<file path="src/rtl/cdb_arbiter.sv">
`default_nettype none
// ============================================================================
//  Module   : cdb_arbiter
//  Purpose  : Collects completed results from NUM_FU functional units, keeps
//             one holding register per FU, and broadcasts one tag/value per
//             cycle on the common data bus (CDB).
//
//             A round-robin arbiter selects the holding register to send.
//             A per-FU ready handshake back-pressures units that lose
//             arbitration.
//
//             Tag 0 means "no tag". A result that carries tag 0 is accepted
//             but never stored or broadcast.
//
//  Option   : `define CDB_ARB_BYPASS_EN
//             When every holding register is empty, incoming results
//             arbitrate directly. The winner goes out on the CDB at the same
//             edge without passing through a holding register.
//
//  Ports    : clock      - system clock
//             reset      - synchronous, active-low reset
//             flush      - discard all held and outgoing results
//             fu_valid   - [NUM_FU]       FU i presents a result
//             fu_tag     - [NUM_FU*TAG_W] tag of FU i (slice i)
//             fu_value   - [NUM_FU*XLEN]  value of FU i (slice i)
//             fu_ready   - [NUM_FU]       holding register i accepts
//             cdb_valid  - CDB carries a valid broadcast
//             cdb_tag    - broadcast tag (0 when idle)
//             cdb_value  - broadcast value (0 when idle)
//
//  Revision : 1.0 - initial release
// ============================================================================
module cdb_arbiter #(
    parameter int NUM_FU = 4,
    parameter int TAG_W  = 4,
    parameter int XLEN   = 32
) (
    input  logic                    clock,
    input  logic                    reset,
    input  logic                    flush,
    input  logic [NUM_FU-1:0]       fu_valid,
    input  logic [NUM_FU*TAG_W-1:0] fu_tag,
    input  logic [NUM_FU*XLEN-1:0]  fu_value,
    output logic [NUM_FU-1:0]       fu_ready,
    output logic                    cdb_valid,
    output logic [TAG_W-1:0]        cdb_tag,
    output logic [XLEN-1:0]         cdb_value
);

    localparam int c_PTR_W = (NUM_FU > 1) ? $clog2(NUM_FU) : 1;

    // ------------------------------------------------------------------
    // Input slicing
    // ------------------------------------------------------------------
    logic [TAG_W-1:0]  w_in_tag     [NUM_FU];
    logic [XLEN-1:0]   w_in_value   [NUM_FU];
    logic [NUM_FU-1:0] w_in_nonzero;

    genvar gi;
    generate
        for (gi = 0; gi < NUM_FU; gi++) begin : g_unpack
            assign w_in_tag[gi]     = fu_tag[gi*TAG_W +: TAG_W];
            assign w_in_value[gi]   = fu_value[gi*XLEN +: XLEN];
            assign w_in_nonzero[gi] = (fu_tag[gi*TAG_W +: TAG_W] != '0);
        end
    endgenerate

    // ------------------------------------------------------------------
    // State
    // ------------------------------------------------------------------
    logic [NUM_FU-1:0]  r_hold_valid;
    logic [TAG_W-1:0]   r_hold_tag   [NUM_FU];
    logic [XLEN-1:0]    r_hold_value [NUM_FU];
    logic [c_PTR_W-1:0] r_rr_ptr;

    // ------------------------------------------------------------------
    // Request vector for the arbiter
    // ------------------------------------------------------------------
    logic [NUM_FU-1:0] w_req;
    logic              w_from_bypass;

`ifdef CDB_ARB_BYPASS_EN
    logic w_any_hold;
    assign w_any_hold = |r_hold_valid;

    // Incoming results compete directly only when nothing is waiting.
    // While any holding register is full, that register has priority.
    // Tag-0 results never compete.
    assign w_from_bypass = !w_any_hold && !flush;
    assign w_req         = w_any_hold    ? r_hold_valid :
                           w_from_bypass ? (fu_valid & w_in_nonzero) : '0;
`else
    assign w_from_bypass = 1'b0;
    assign w_req         = r_hold_valid;
`endif

    // ------------------------------------------------------------------
    // Round-robin arbiter: first requester at or after r_rr_ptr, wrapping
    // ------------------------------------------------------------------
    logic               w_grant_any;
    logic [c_PTR_W-1:0] w_grant_idx;
    logic [NUM_FU-1:0]  w_grant;
    int                 w_scan;

    always_comb begin
        w_grant_any = 1'b0;
        w_grant_idx = '0;
        w_grant     = '0;
        w_scan      = 0;
        for (int k = 0; k < NUM_FU; k++) begin
            w_scan = int'(r_rr_ptr) + k;
            if (w_scan >= NUM_FU) begin
                w_scan = w_scan - NUM_FU;
            end
            if (!w_grant_any && w_req[w_scan[c_PTR_W-1:0]]) begin
                w_grant_any = 1'b1;
                w_grant_idx = w_scan[c_PTR_W-1:0];
            end
        end
        if (w_grant_any) begin
            w_grant[w_grant_idx] = 1'b1;
        end
    end

    logic [c_PTR_W-1:0] w_next_ptr;
    assign w_next_ptr = (w_grant_idx == c_PTR_W'(NUM_FU - 1)) ? '0
                                                             : w_grant_idx + 1'b1;

    // ------------------------------------------------------------------
    // Handshake
    // ------------------------------------------------------------------
    // A granted holding register drains at this edge, so it can take a new
    // result in the same cycle. During a flush every result is discarded,
    // so every port may complete its handshake.
    assign fu_ready = flush ? '1 : (~r_hold_valid | w_grant);

    logic [NUM_FU-1:0] w_xfer;
    logic [NUM_FU-1:0] w_byp_grant;
    logic [NUM_FU-1:0] w_load;

    assign w_xfer      = fu_valid & fu_ready;
    assign w_byp_grant = w_from_bypass ? w_grant : '0;

    // A bypass winner is broadcast directly and is not stored.
    assign w_load = w_xfer & w_in_nonzero & ~w_byp_grant;

    // ------------------------------------------------------------------
    // Broadcast source select
    // ------------------------------------------------------------------
    logic [TAG_W-1:0] w_bc_tag;
    logic [XLEN-1:0]  w_bc_value;

    always_comb begin
        w_bc_tag   = r_hold_tag[w_grant_idx];
        w_bc_value = r_hold_value[w_grant_idx];
        if (w_from_bypass) begin
            w_bc_tag   = w_in_tag[w_grant_idx];
            w_bc_value = w_in_value[w_grant_idx];
        end
    end

    // ------------------------------------------------------------------
    // Control state and CDB register
    // ------------------------------------------------------------------
    always_ff @(posedge clock) begin
        if (!reset) begin
            r_hold_valid <= '0;
            r_rr_ptr     <= '0;
            cdb_valid    <= 1'b0;
            cdb_tag      <= '0;
            cdb_value    <= '0;
        end else if (flush) begin
            // rr_ptr is kept so that fairness is preserved across squashes.
            r_hold_valid <= '0;
            cdb_valid    <= 1'b0;
            cdb_tag      <= '0;
            cdb_value    <= '0;
        end else begin
            // Clear the drained entry first, then apply any reload. This
            // lets one FU send one result per cycle back to back.
            r_hold_valid <= (r_hold_valid & ~w_grant) | w_load;
            if (w_grant_any) begin
                cdb_valid <= 1'b1;
                cdb_tag   <= w_bc_tag;
                cdb_value <= w_bc_value;
                r_rr_ptr  <= w_next_ptr;
            end else begin
                cdb_valid <= 1'b0;
                cdb_tag   <= '0;
                cdb_value <= '0;
            end
        end
    end

    // Holding payload: only meaningful while the matching valid bit is set,
    // so it needs no reset.
    always_ff @(posedge clock) begin
        for (int i = 0; i < NUM_FU; i++) begin
            if (w_load[i]) begin
                r_hold_tag[i]   <= w_in_tag[i];
                r_hold_value[i] <= w_in_value[i];
            end
        end
    end

endmodule
`default_nettype wire

</file>
<file path="config.mk">
export PLATFORM = sky130hd
export DESIGN_NAME = cdb_arbiter
export DESIGN_NICKNAME = d
export VERILOG_FILES = /design/src/rtl/cdb_arbiter.sv
export SDC_FILE = /design/constraint.sdc
export NUM_CORES = 1
export LEC_CHECK = 0
export CAP_MARGIN = 25
export CORE_MARGIN = 8
export CORE_UTILIZATION = 47
export CTS_CLUSTER_SIZE = 14
export DETAILED_ROUTE_END_ITERATION = 7
export PLACE_DENSITY = 0.84
export SLEW_MARGIN = 20
export SYNTH_ARGS = -nofsm -noshare
export SYNTH_HDL_FRONTEND = slang
export SYNTH_SLANG_ARGS = --single-unit
</file>
<file path="constraint.sdc">
create_clock -name clock -period 3.5 [get_ports clock]
set_clock_uncertainty 0.1 [all_clocks]
set_input_delay 0.7 -clock clock [delete_from_list [all_inputs] [get_ports clock]]
set_output_delay 0.7 -clock clock [all_outputs]
set_load 0.005 [all_outputs]
</file>
==> flow_summary.json <==
{
  "status": "finished, final reports clean",
  "clk_latency_ns": 0.42,
  "ys_ff_latch": 187,
  "die_area_um2": 18000,
  "tightest_slew_ns": 0.994,
  "cts_buffers": 17,
  "core.rowCount": 43,
  "cts_tree": "built",
  "cts.clk_slew.worst_paths_ns": 0.07,
  "grt_overflow": 0,
  "post_cts_buffers": 0,
  "cts-root-buf": "clkbuf_16",
  "avgRoutedWirePerCell_um": 22.1,
  "peakVddDrop_uv": 327,
  "multi_input_area_um2": 1270,
  "use_met3_pct": 5.80,
  "via_per_inst": 5.46,
  "drt_wl_total_mm": 16.9,
  "cts_resized": 0,
  "rsz0062_at_grt": "no",
  "synth_area_leader_cell": "edfxtp_1",
  "synthCells": 375,
  "timing.final.crit_share_pct": 90.7,
  "cts.path.max_buffers": 2,
  "reg2reg_setup_slack_ns": 1.05,
  "grt_pass1_wl_mm": 25.3,
  "grt_util_all_layers_pct": 18.5,
  "synth_area_um2": 6560,
  "syn_to_final_growth_pct": 41.6,
  "p_leak_nw": 3.22,
  "io_buffers": 191,
  "critPathArrivalTime_ns": 2.38,
  "crit_path_start_kind": "flip-flop",
  "vias": 4172,
  "drtIter0Drc": 368,
  "nNetsFinal": 722,
  "grt_antenna_before_repair": 0,
  "fp.dieH_um": 134,
  "ys_top_cells_by_area": "edfxtp_1 66%, dfxtp_1 13%, a22oi_1 5.9%",
  "met2_usage_pct": 32.4,
  "grt_start_max_net_pins": 39,
  "setup_tns_ns": 0,
  "diodes": 0,
  "regArea_um2": 5180,
  "holdPathStages": 2,
  "clock-sinks": 187,
  "critPathCaptureType": "output pin",
  "start_util_pct": 47.7,
  "ctsHoldBuffers": 0,
  "grtUsageMet1_pct": 21.2,
  "dp_hpwl_mm": 11.3,
  "max_freq_mhz": 315,
  "final_max_slew_viol_count": 0,
  "timing.rr.start": "r_rr_ptr[1]",
  "synth_ff_type": "edfxtp_1",
  "cts-htree-levels": 4,
  "seq_area_frac_synth_pct": 79.0,
  "gpl.final_weighted_congestion": 0.943,
  "slew_headroom_pct": 33.6,
  "fill_cells": 991,
  "yosys_warnings": 0,
  "syn_nets": 526,
  "critical_path.max_fanout": 10,
  "r2r_end": "r_hold_value[2][13]",
  "power_density_nw_per_um2": 522,
  "timing.hold.ws_ns": 0.378,
  "die_x_um": 134,
  "path_class": "reg -> out",
  "drive_gt1_share_pct": 12.7,
  "drv_cap": 0,
  "async_flop_share_pct": 0,
  "coreArea_um2": 13800,
  "setup_viol": 0,
  "r2r_cells": 5,
  "dr.pass1.iters": 5,
  "io_pins": 192,
  "min_delay_worst_endpoint": "cdb_value[4]",
  "crit_required_ns": 2.70,
  "top_usage_layer": "met2",
  "period_needed_ns": 3.18,
  "hold_violations": 0,
  "synth_edf_count": 144,
  "synth_cell_types": 39,
  "drc": 0,
  "min_from": "r_hold_value[2][4]",
  "grt_pass1_vias": 4506,
  "yosysTopAreaCellShare_pct": 65.9,
  "synth_area_per_cell_um2": 17.5,
  "ant_nets": 0,
  "startpoint": "r_hold_valid[0]",
  "min_path_type": "reg -> reg"
}
how the worst max path moves through the flow:
stage | endpoint
finish | fu_ready[2]
global route | fu_ready[2]
CTS | fu_ready[2]
detailed placement | fu_ready[3]
global placement | fu_ready[3]
floorplan | r_hold_tag[3][0]
worst max-delay path: stages (launching register included):
cell,delay [ns]
dfxtp_1,0.55
nor2b_4,0.30
o22ai_1,0.11
a21boi_0,0.35
nand3b_1,0.16
clkdlybuf4s50_1,0.49
kinds of logic (layout without fill, tap and decap cells):
| family | Yosys count | in the layout | share of synthesized area (%) |
|---|---|---|---|
| flops | 187 | 187 | 79.0 |
| compound gates | 137 | 137 | 16.2 |
| buf+inv | 27 | 236 | 2.42 |
| simple gates | 24 | 24 | 2.38 |
sequential cells by signal, indices dropped and copies added (netlist names):
name          count
r_hold_valid      4
cdb_valid         1
r_hold_tag       16
cdb_tag           4
r_rr_ptr          2
cdb_value        32
r_hold_value    128
cell usage in the layout (no fill, tap or decap), types with 6 or more instances in the layout:
master and n:
clkdlybuf4s50_1 191, edfxtp_1 144, a22oi_1 52, dfxtp_1 43
o21ai_1 29, a22oi_2 20, clkbuf_16 17, o21ai_0 9
a21oi_1 7, buf_4 6
Yosys cell counts (2+ instances only):
master / count
a22oi_2: 20
a31oi_1: 2
o22ai_1: 2
clkbuf_1: 9
edfxtp_1: 144
nor2b_1: 3
nand2b_1: 4
o41ai_1: 4
o211a_1: 3
dfxtp_1: 43
buf_2: 4
buf_6: 5
o21ai_0: 9
nor3_1: 2
nor2_1: 4
inv_1: 4
o21ai_1: 29
buf_4: 3
nand2_1: 3
a21oi_1: 8
a22oi_1: 52
metal layers:
layer  vias up  share of wire [%]
li1       1901                  -
met2       195                 52
met3        22                7.0
met4         0                1.4
met1      2054                 39
met5         -                  0
through the flow:
stage	utilization, %	std cells	instance area [um^2]	worst slack, ns	total power (W)
finish	67.5	764	9290	0.325	0.00485
global route	67.5	764	9290	0.185	0.00500
CTS	67.5	764	9290	0.311	0.00488
detailed placement	63.3	732	8720	0.569	0.00305
global placement	62.9	730	8670	0.579	0.00303
floorplan	-	375	6560	0.267	0.00276
cell type report:
cell class	instances	area share [%]
Multi-Input combinational cell	161	13.6
Sequential cell	187	55.8
Tap cell	180	2.42
Timing Repair Buffer	200	21.9
Clock buffer	17	4.58
Clock inverter	15	1.52
Inverter	4	0.162
report_power, final:
group / internal (W) / switching (W) / leakage [nW] / total [W]
Clock: 0.000994 / 0.000844 / 0.280 / 0.00184
Sequential: 0.00254 / 0.0000515 / 1.75 / 0.00259
Combinational: 0.000242 / 0.000179 / 1.19 / 0.000420
No activity file was read; power rests on OpenSTA's default activity.
